`config.mk`:
```
export PLATFORM = sky130hd
export DESIGN_NAME = debounce_sync_flat
export DESIGN_NICKNAME = d
export VERILOG_FILES = /design/src/rtl/debounce_sync_if.sv /design/src/rtl/debounce_sync.sv /design/src/flat_wrapper.sv
export SDC_FILE = /design/constraint.sdc
export NUM_CORES = 1
export LEC_CHECK = 0
export ABC_AREA = 1
export BUFFER_PORTS_ARGS = -buffer_cell sky130_fd_sc_hd__buf_2
export CELL_PAD_IN_SITES_DETAIL_PLACEMENT = 0
export CELL_PAD_IN_SITES_GLOBAL_PLACEMENT = 1
export CORE_ASPECT_RATIO = 0.75
export CORE_UTILIZATION = 45
export DETAILED_ROUTE_END_ITERATION = 10
export PLACE_DENSITY_LB_ADDON = 0.1
export RECOVER_POWER = 50
export SLEW_MARGIN = 15
export SYNTH_ARGS = -nofsm -noshare
export SYNTH_HDL_FRONTEND = slang
export SYNTH_SLANG_ARGS = --single-unit
```
`constraint.sdc`:
```
create_clock -name clk -period 3.2 [get_ports clk]
set_input_delay 0.96 -clock clk [delete_from_list [all_inputs] [get_ports clk]]
set_output_delay 0.96 -clock clk [all_outputs]
set_load 0.005 [all_outputs]
```
`src/rtl/debounce_sync_if.sv`:
```
// debounce_sync_if
//   Groups the raw input and the conditioned outputs of debounce_sync.
//   Clock and reset are not part of the bundle; they stay plain ports.
//
//   din        raw asynchronous (bouncy) input, driven by the source side
//   d          debounced level, registered; feeds the downstream DFF D pin
//   rise       one-cycle pulse in the cycle d goes 0->1
//   fall       one-cycle pulse in the cycle d goes 1->0
//   busy       high while a transition is being qualified
//   glitch_cnt saturating count of aborted transitions
//
//   master : the side that drives din and consumes the outputs
//   slave  : the debouncer itself
interface debounce_sync_if;
  logic       din;
  logic       d;
  logic       rise;
  logic       fall;
  logic       busy;
  logic [7:0] glitch_cnt;

  modport master (
    output din,
    input  d,
    input  rise,
    input  fall,
    input  busy,
    input  glitch_cnt
  );

  modport slave (
    input  din,
    output d,
    output rise,
    output fall,
    output busy,
    output glitch_cnt
  );
endinterface

```
`src/rtl/debounce_sync.sv`:
```
// debounce_sync
//   Input-conditioning stage in front of a single-bit D flip-flop.
//   The raw input passes through a 2-flop synchronizer and then a
//   counter-based stability filter: a new level must be seen on the
//   synchronized input for STABLE_CYCLES consecutive clocks before the
//   debounced output d follows it. Aborted transitions are counted.
//
// Parameters
//   STABLE_CYCLES  cycles a new level must hold before d changes (2..2**CNT_W)
//   CNT_W          width of the stability counter
//
// Ports
//   clk        system clock, all state on the rising edge
//   rst        synchronous, active-high reset (highest priority)
//   bus.din    raw asynchronous input
//   bus.d      debounced level (registered)
//   bus.rise   one-cycle pulse with d 0->1
//   bus.fall   one-cycle pulse with d 1->0
//   bus.busy   registered decode of "next state is a WAIT state"
//   bus.glitch_cnt  aborted-transition count, saturates at 255
//
// Timing (edge k = first edge that samples the new din level):
//   sync1 at k, sync2 at k+1, FSM enters WAIT at k+2, d/pulse at
//   k+2+STABLE_CYCLES.
module debounce_sync #(
  parameter int STABLE_CYCLES = 50000,
  parameter int CNT_W         = 16
) (
  input  logic            clk,
  input  logic            rst,
  debounce_sync_if.slave  bus
);

  // Terminal count. STABLE_CYCLES may equal 2**CNT_W, so the last count
  // value (STABLE_CYCLES-1) always fits in CNT_W bits.
  localparam logic [CNT_W-1:0] CNT_LAST = CNT_W'(STABLE_CYCLES - 1);
  localparam logic [CNT_W-1:0] CNT_ONE  = CNT_W'(1);
  localparam logic [7:0]       GC_MAX   = 8'hFF;

  typedef enum logic [1:0] {
    ST_STABLE_LOW  = 2'd0,
    ST_WAIT_HIGH   = 2'd1,
    ST_STABLE_HIGH = 2'd2,
    ST_WAIT_LOW    = 2'd3
  } state_t;

  // ---------------------------------------------------------------------
  // Registers
  // ---------------------------------------------------------------------
  logic             r_sync1;
  logic             r_sync2;
  state_t           r_state;
  logic [CNT_W-1:0] r_cnt;
  logic             r_d;
  logic             r_rise;
  logic             r_fall;
  logic             r_busy;
  logic [7:0]       r_glitch_cnt;

  // ---------------------------------------------------------------------
  // Combinational next values
  // ---------------------------------------------------------------------
  state_t           w_state_nxt;
  logic [CNT_W-1:0] w_cnt_nxt;
  logic             w_cnt_done;
  logic             w_abort;     // WAIT abandoned, input bounced back
  logic             w_commit_hi; // WAIT_HIGH qualified
  logic             w_commit_lo; // WAIT_LOW qualified

  logic             w_d_nxt;
  logic             w_rise_nxt;
  logic             w_fall_nxt;
  logic             w_busy_nxt;
  logic [7:0]       w_glitch_nxt;

  assign w_cnt_done = (r_cnt == CNT_LAST);

  // ---------------------------------------------------------------------
  // Synchronizer: only r_sync2 is allowed into the FSM, r_sync1 may be
  // metastable.
  // ---------------------------------------------------------------------
  always_ff @(posedge clk) begin
    if (rst) begin
      r_sync1 <= 1'b0;
      r_sync2 <= 1'b0;
    end else begin
      r_sync1 <= bus.din;
      r_sync2 <= r_sync1;
    end
  end

  // ---------------------------------------------------------------------
  // FSM process 1: state and datapath registers
  // ---------------------------------------------------------------------
  always_ff @(posedge clk) begin
    if (rst) begin
      r_state      <= ST_STABLE_LOW;
      r_cnt        <= '0;
      r_d          <= 1'b0;
      r_rise       <= 1'b0;
      r_fall       <= 1'b0;
      r_busy       <= 1'b0;
      r_glitch_cnt <= 8'h00;
    end else begin
      r_state      <= w_state_nxt;
      r_cnt        <= w_cnt_nxt;
      r_d          <= w_d_nxt;
      r_rise       <= w_rise_nxt;
      r_fall       <= w_fall_nxt;
      r_busy       <= w_busy_nxt;
      r_glitch_cnt <= w_glitch_nxt;
    end
  end

  // ---------------------------------------------------------------------
  // FSM process 2: next state, counter and transition events
  // ---------------------------------------------------------------------
  always_comb begin
    w_state_nxt = r_state;
    w_cnt_nxt   = r_cnt;
    w_abort     = 1'b0;
    w_commit_hi = 1'b0;
    w_commit_lo = 1'b0;

    unique case (r_state)
      ST_STABLE_LOW: begin
        if (r_sync2) begin
          w_state_nxt = ST_WAIT_HIGH;
          w_cnt_nxt   = '0;
        end
      end

      ST_WAIT_HIGH: begin
        if (!r_sync2) begin
          w_state_nxt = ST_STABLE_LOW;
          w_cnt_nxt   = '0;
          w_abort     = 1'b1;
        end else if (w_cnt_done) begin
          // Counter is left at its terminal value; it is reloaded on the
          // next WAIT entry, so it never wraps.
          w_state_nxt = ST_STABLE_HIGH;
          w_commit_hi = 1'b1;
        end else begin
          w_cnt_nxt   = r_cnt + CNT_ONE;
        end
      end

      ST_STABLE_HIGH: begin
        if (!r_sync2) begin
          w_state_nxt = ST_WAIT_LOW;
          w_cnt_nxt   = '0;
        end
      end

      ST_WAIT_LOW: begin
        if (r_sync2) begin
          w_state_nxt = ST_STABLE_HIGH;
          w_cnt_nxt   = '0;
          w_abort     = 1'b1;
        end else if (w_cnt_done) begin
          w_state_nxt = ST_STABLE_LOW;
          w_commit_lo = 1'b1;
        end else begin
          w_cnt_nxt   = r_cnt + CNT_ONE;
        end
      end

      default: begin
        w_state_nxt = ST_STABLE_LOW;
        w_cnt_nxt   = '0;
      end
    endcase
  end

  // ---------------------------------------------------------------------
  // FSM process 3: output next values (registered in process 1)
  // ---------------------------------------------------------------------
  always_comb begin
    w_d_nxt      = r_d;
    w_rise_nxt   = 1'b0;
    w_fall_nxt   = 1'b0;
    w_glitch_nxt = r_glitch_cnt;

    if (w_commit_hi) begin
      w_d_nxt    = 1'b1;
      w_rise_nxt = 1'b1;
    end
    if (w_commit_lo) begin
      w_d_nxt    = 1'b0;
      w_fall_nxt = 1'b1;
    end

    // Saturate: an abort while already at 255 leaves the count alone.
    if (w_abort && (r_glitch_cnt != GC_MAX)) begin
      w_glitch_nxt = r_glitch_cnt + 8'd1;
    end

    w_busy_nxt = (w_state_nxt == ST_WAIT_HIGH) || (w_state_nxt == ST_WAIT_LOW);
  end

  assign bus.d          = r_d;
  assign bus.rise       = r_rise;
  assign bus.fall       = r_fall;
  assign bus.busy       = r_busy;
  assign bus.glitch_cnt = r_glitch_cnt;

endmodule
```
`src/flat_wrapper.sv`:
```
// flat-port wrapper written by rule: the top's interface ports become plain ports
module debounce_sync_flat 
#(
  parameter int STABLE_CYCLES = 50000,
  parameter int CNT_W         = 16
)
  (clk, rst, bus_din, bus_d, bus_rise, bus_fall, bus_busy, bus_glitch_cnt);
  debounce_sync_if bus_i ();
  input  logic clk;
  input  logic rst;
  input wire logic [$bits(bus_i.din)-1:0] bus_din;
  output wire logic [$bits(bus_i.d)-1:0] bus_d;
  output wire logic [$bits(bus_i.rise)-1:0] bus_rise;
  output wire logic [$bits(bus_i.fall)-1:0] bus_fall;
  output wire logic [$bits(bus_i.busy)-1:0] bus_busy;
  output wire logic [$bits(bus_i.glitch_cnt)-1:0] bus_glitch_cnt;
  assign bus_i.din = bus_din;
  assign bus_d = bus_i.d;
  assign bus_rise = bus_i.rise;
  assign bus_fall = bus_i.fall;
  assign bus_busy = bus_i.busy;
  assign bus_glitch_cnt = bus_i.glitch_cnt;
  debounce_sync #(.STABLE_CYCLES(STABLE_CYCLES), .CNT_W(CNT_W)) u_core (.clk(clk), .rst(rst), .bus(bus_i));
endmodule
```
* Word-level counts from Yosys, hierarchy flattened
Cells that the tools add are included.
** Word-level totals
- Register bits after elaboration :: 32
- Bits in latches :: 0
- Bits in writable memories :: 0
- Memory bits (read-only) :: 0
- Logic and storage cells :: 48
- Memories kept :: 0
** Operators by class
- $add $sub $neg :: 2
- $mul :: 0
- Div/mod/pow operators :: 0
- Magnitude comparators :: 0
- Equality and inequality tests :: 9
- Shifts and indexed selects :: 0
- Muxes and demuxes :: 23
- Bitwise logic cells :: 0
- Reduce and logical (&&, ||, !) cells :: 5
** Operators with widths (count)
- 16-bit two-way mux :: 5
- 16-bit case mux with 4 select lines :: 1
- 16-bit by 1-bit adder with 16-bit output, second input constant :: 1
- 16-bit equality test, second input constant :: 1
- 2-bit two-way mux :: 6
- 1-bit two-way mux :: 9
- 8-bit by 1-bit adder with 8-bit output, second input constant :: 1
- 8-bit inequality test, second input constant :: 1
- 2-bit case mux with 4 select lines :: 1
- 2-bit equality test, second input constant :: 3
- 2-bit by 1-bit equality test with 1-bit output, second input constant :: 2
- 2-bit zero test :: 1
- 2-bit by 1-bit inequality test with 1-bit output, second input constant :: 1
- 2-bit inequality test, second input constant :: 1
- 1-bit case mux with 2 select lines :: 1
- 2-bit AND reduction :: 1
- 2-bit OR reduction :: 1
- 1-bit logical AND :: 1
- 1-bit logical OR :: 1

* Logic depth before layout (Yosys ltp)
- Depth after elaboration :: 6
- Gate-level depth with buffers :: 10
- Mapped depth without buffers :: 10

* Least setup slack after synthesis
Ideal clock, no wire load.
- Path kind :: input to register
- From :: input port rst
- To :: register u_core.r_glitch_cnt[0], in the netlist u_core.bus.glitch_cnt[0]
- Setup time :: 0.120 ns
- Data arrival time :: 1.579 ns
- Path slack :: 1.501 ns
- Stages on the path :: 5
- Buffers on the path :: 2
- Cell sequence :: clkbuf_1 > inv_1 > clkbuf_4 > o21ai_0 > a21oi_1
** RTL lines
- start, declared :: line flat_wrapper.sv:10 : input logic rst;
- end signal, assigned :: line debounce_sync.sv:111 : r_glitch_cnt <= w_glitch_nxt;
- end, declared :: line debounce_sync.sv:58 : logic [7:0] r_glitch_cnt;

==> results.cfg <==
[logic_synthesis]
yosysMostFrequentCell = nand2_1
synth-seq-area-share_pct = 34.2
synthMuxAreaShare_pct = 0
synth_area_per_cell_um2 = 6.60
synth_top_area_cell = dfxtp_1
synth_top_family_by_area = simple AND/OR/NAND/NOR gates
synth_seq_cells = 31
postSynth.asyncResetShare_pct = 0
yosys.area_share.xor_xnor_pct = 1.93
synth_edf_count = 0
synth_compound_area_share_pct = 10.7
yosysUniqueCellTypes = 31
ys.warnings.count = 0
synth_nets = 280
synth.top_cells.by_count = 74 x nand2_1, 33 x inv_1, 32 x nor2_1
synth_top_area_share_pct = 34.2
synth_simple_gate_area_share_pct = 42.9
synth.area.top_cells = dfxtp_1 34%, nand2_1 15%, inv_1 6.8%
ys.flop_type = dfxtp_1
netlist_area_um2 = 1820
synth-adder-area-share_pct = 1.38
syn_inst = 275

[floorplan]
coreArea_um2 = 3760
die_width_um = 75.3
rows = 19
die_area_um2 = 4300
ios = 15
fp.dieH_um = 57.0
start_util_pct = 48.3

[clocking]
clock-sinks = 31
postCtsSetupRepairBufs = 0
insertion_delay_ns = 0.28
clockBufferDepth = 2
clk_pin_slew_ns = 0.06
ctsHoldBuffers = 0
post_cts_resized = 0
h-tree-depth = 2
cts_tree = built
cts_inserted_buffers = 5
cts-root-buf = clkbuf_8

[pwr]
p_sw_uw = 164
clock_power_share_pct = 42.8
switching_share_pct = 22.6
ir_worst_vdd_uv = 286
p_int_uw = 563
pwr-share-seq_pct = 53.8
p_leak_uw = 0.000790
p_per_area_nw_per_um2 = 362
combPwrFrac_pct = 3.4

[worst_setup_path]
crit_required_ns = 3.38
r2r.worst_path.cells = 8
rrSetupSlack_ns = 1.50
cpPeakStageDelay_ns = 0.65
crit_start = rst
r2r_end = u_core.r_cnt[0]
arrival_ns = 2.29
crit_path_end = u_core.bus.glitch_cnt[1]
crit_path_top_delay_cell = clkbuf_1
crit_chain = clkbuf_1, inv_1, o21ai_0, nor2_1
worst-path-buf-inv = 2
path_delay_family = buffers and inverters
cp.depth = 4
rr_startpoint = u_core.r_state[1]
cp_max_fo = 18
critPathCaptureType = flip-flop
startpoint_type = input pin
crit_type = input pin to flip-flop

[sta]
worstMarginPinSlew_ns = 0.899
finalSetupTns_ns = 0
layout_setup_ws_ns = 1.08
max_freq_mhz = 473
slew_violations = 0
hold_violations = 0
finalCriticalPeriod_ns = 2.12
holdWs_ns = 0.413
post-route-period-util_pct = 66.1
rsz0062_at_grt = no
fin_worst_skew_ns = 0.00616
maxSlewHeadroom_pct = 40.1
finalSetupViolations = 0

[drt]
drt_wl_total_mm = 4.25
vias = 1689
drtIter0Drc = 85
dr.pass1.iters = 4
viasPerCell = 4.91
remaining_drc_errors = 0
wl_per_cell_um = 12.3
ant_nets = 0

[finish]
areaGrowthSynthToFinish_pct = 10.5
layout-drive-gt1-share_pct = 17.1
diodes = 0
fin_nets = 297

[run]
max_cap_viol_count = 0

[grt]
antenna_found_initial = 0
grt_max_degree = 19
grt_overflow = 0
grt_pass1_wl_mm = 7.09
grt_use_total_pct = 22.3
grt_pass1_vias = 1479

[placed_design]
place_ws_ns = 1.26
dp_hpwl_mm = 3.13
place.gp.congestion = 0.796
port_buffers = 14

[hold_path]
hold_path_class = flip-flop to flip-flop

[outcome]
status = finished, final reports clean
==> tightest hold or removal path: cells and delay by family, from the launching register on <==
kind                   cells  cell delay, ns
buffers and inverters      1            0.04
AND/OR/NAND/NOR            1            0.03
flip-flops                 1            0.30
==> kinds of logic after synthesis <==
logic type	after synthesis
xor+xnor	4
simple gates	161
buf+inv	42
compound gates	35
flops	31
fa+ha+maj	2
==> how the worst min path moves through the flow <==
stage | start | endpoint | slack [ns] | depth (start not counted)
global route | u_core.r_sync1 | u_core.r_sync2 | 0.43 | 2
floorplan | u_core.r_sync1 | u_core.r_sync2 | 0.39 | 2
detailed placement | u_core.r_sync1 | u_core.r_sync2 | 0.40 | 2
global placement | u_core.r_sync1 | u_core.r_sync2 | 0.40 | 2
finish | u_core.r_sync1 | u_core.r_sync2 | 0.41 | 2
CTS | u_core.r_sync1 | u_core.r_sync2 | 0.41 | 2
==> cells in the final DEF, fill, tap and decap left out, types with 2 or more instances in the layout <==
master,synthesis,final
o21ai_0,7,7
nor2_4,5,5
nand4_1,4,4
nand2_2,7,6
dfxtp_1,31,31
inv_1,33,33
o21ai_1,3,3
xor2_1,3,3
o22ai_1,2,2
clkbuf_8,0,6
nand3_1,24,24
a21oi_1,18,18
nor2_2,5,5
a21oi_2,3,3
buf_2,1,13
ha_1,2,2
nand3_2,3,3
inv_2,4,4
nor2_1,32,32
nand2_1,74,76
==> layout make-up <==
cell class,count,area [um2]
clock buffer,6,82.6
multi-input combinational,202,1020
inverter,38,143
fill,404,1750
sequential,31,621
clock inverter,1,5.00
timing repair buffer,14,68.8
tap,52,65.1
==> metrics by stage <==
step | total power (uW) | cells | cell area (um2) | util (%)
6_report | 726 | 344 | 2010 | 53.4
3_5_place_dp | 425 | 337 | 1930 | 51.4
3_3_place_gp | 425 | 337 | 1930 | 51.4
4_1_cts | 737 | 344 | 2020 | 53.7
5_1_grt | 756 | 344 | 2010 | 53.4
2_1_floorplan | 417 | 275 | 1820 | -
==> power groups by stage <==
| stage | Sequential (uW) | Clock, uW | Combinational (uW) |
|---|---|---|---|
| 2_1_floorplan | 399 | 0 | 18.2 |
| 3_3_place_gp | 399 | 0 | 25.4 |
| 3_5_place_dp | 399 | 0 | 25.7 |
| 4_1_cts | 391 | 321 | 26.0 |
| 5_1_grt | 390 | 337 | 28.3 |
| 6_report | 391 | 311 | 24.8 |
==> state kept, by name (all words and copies together), names as in the netlist <==
| name | flops |
|---|---|
| u_core.r_cnt | 16 |
| u_core.bus.glitch_cnt | 8 |
| u_core.r_sync2 | 1 |
| u_core.bus.rise | 1 |
| u_core.bus.d | 1 |
| u_core.r_state | 2 |
| u_core.r_sync1 | 1 |
| u_core.bus.fall | 1 |
==> layer usage <==
| metal | up-vias | GRT usage [%] | wire [um] |
|---|---|---|---|
| met5 | - | 0 | 0 |
| met4 | 0 | 7.94 | 59 |
| met3 | 5 | 4.24 | 145 |
| met2 | 22 | 30.5 | 1630 |
| met1 | 750 | 34.4 | 2420 |
| li1 | 912 | - | - |
Note: power is estimated with default switching activity, not from simulation.
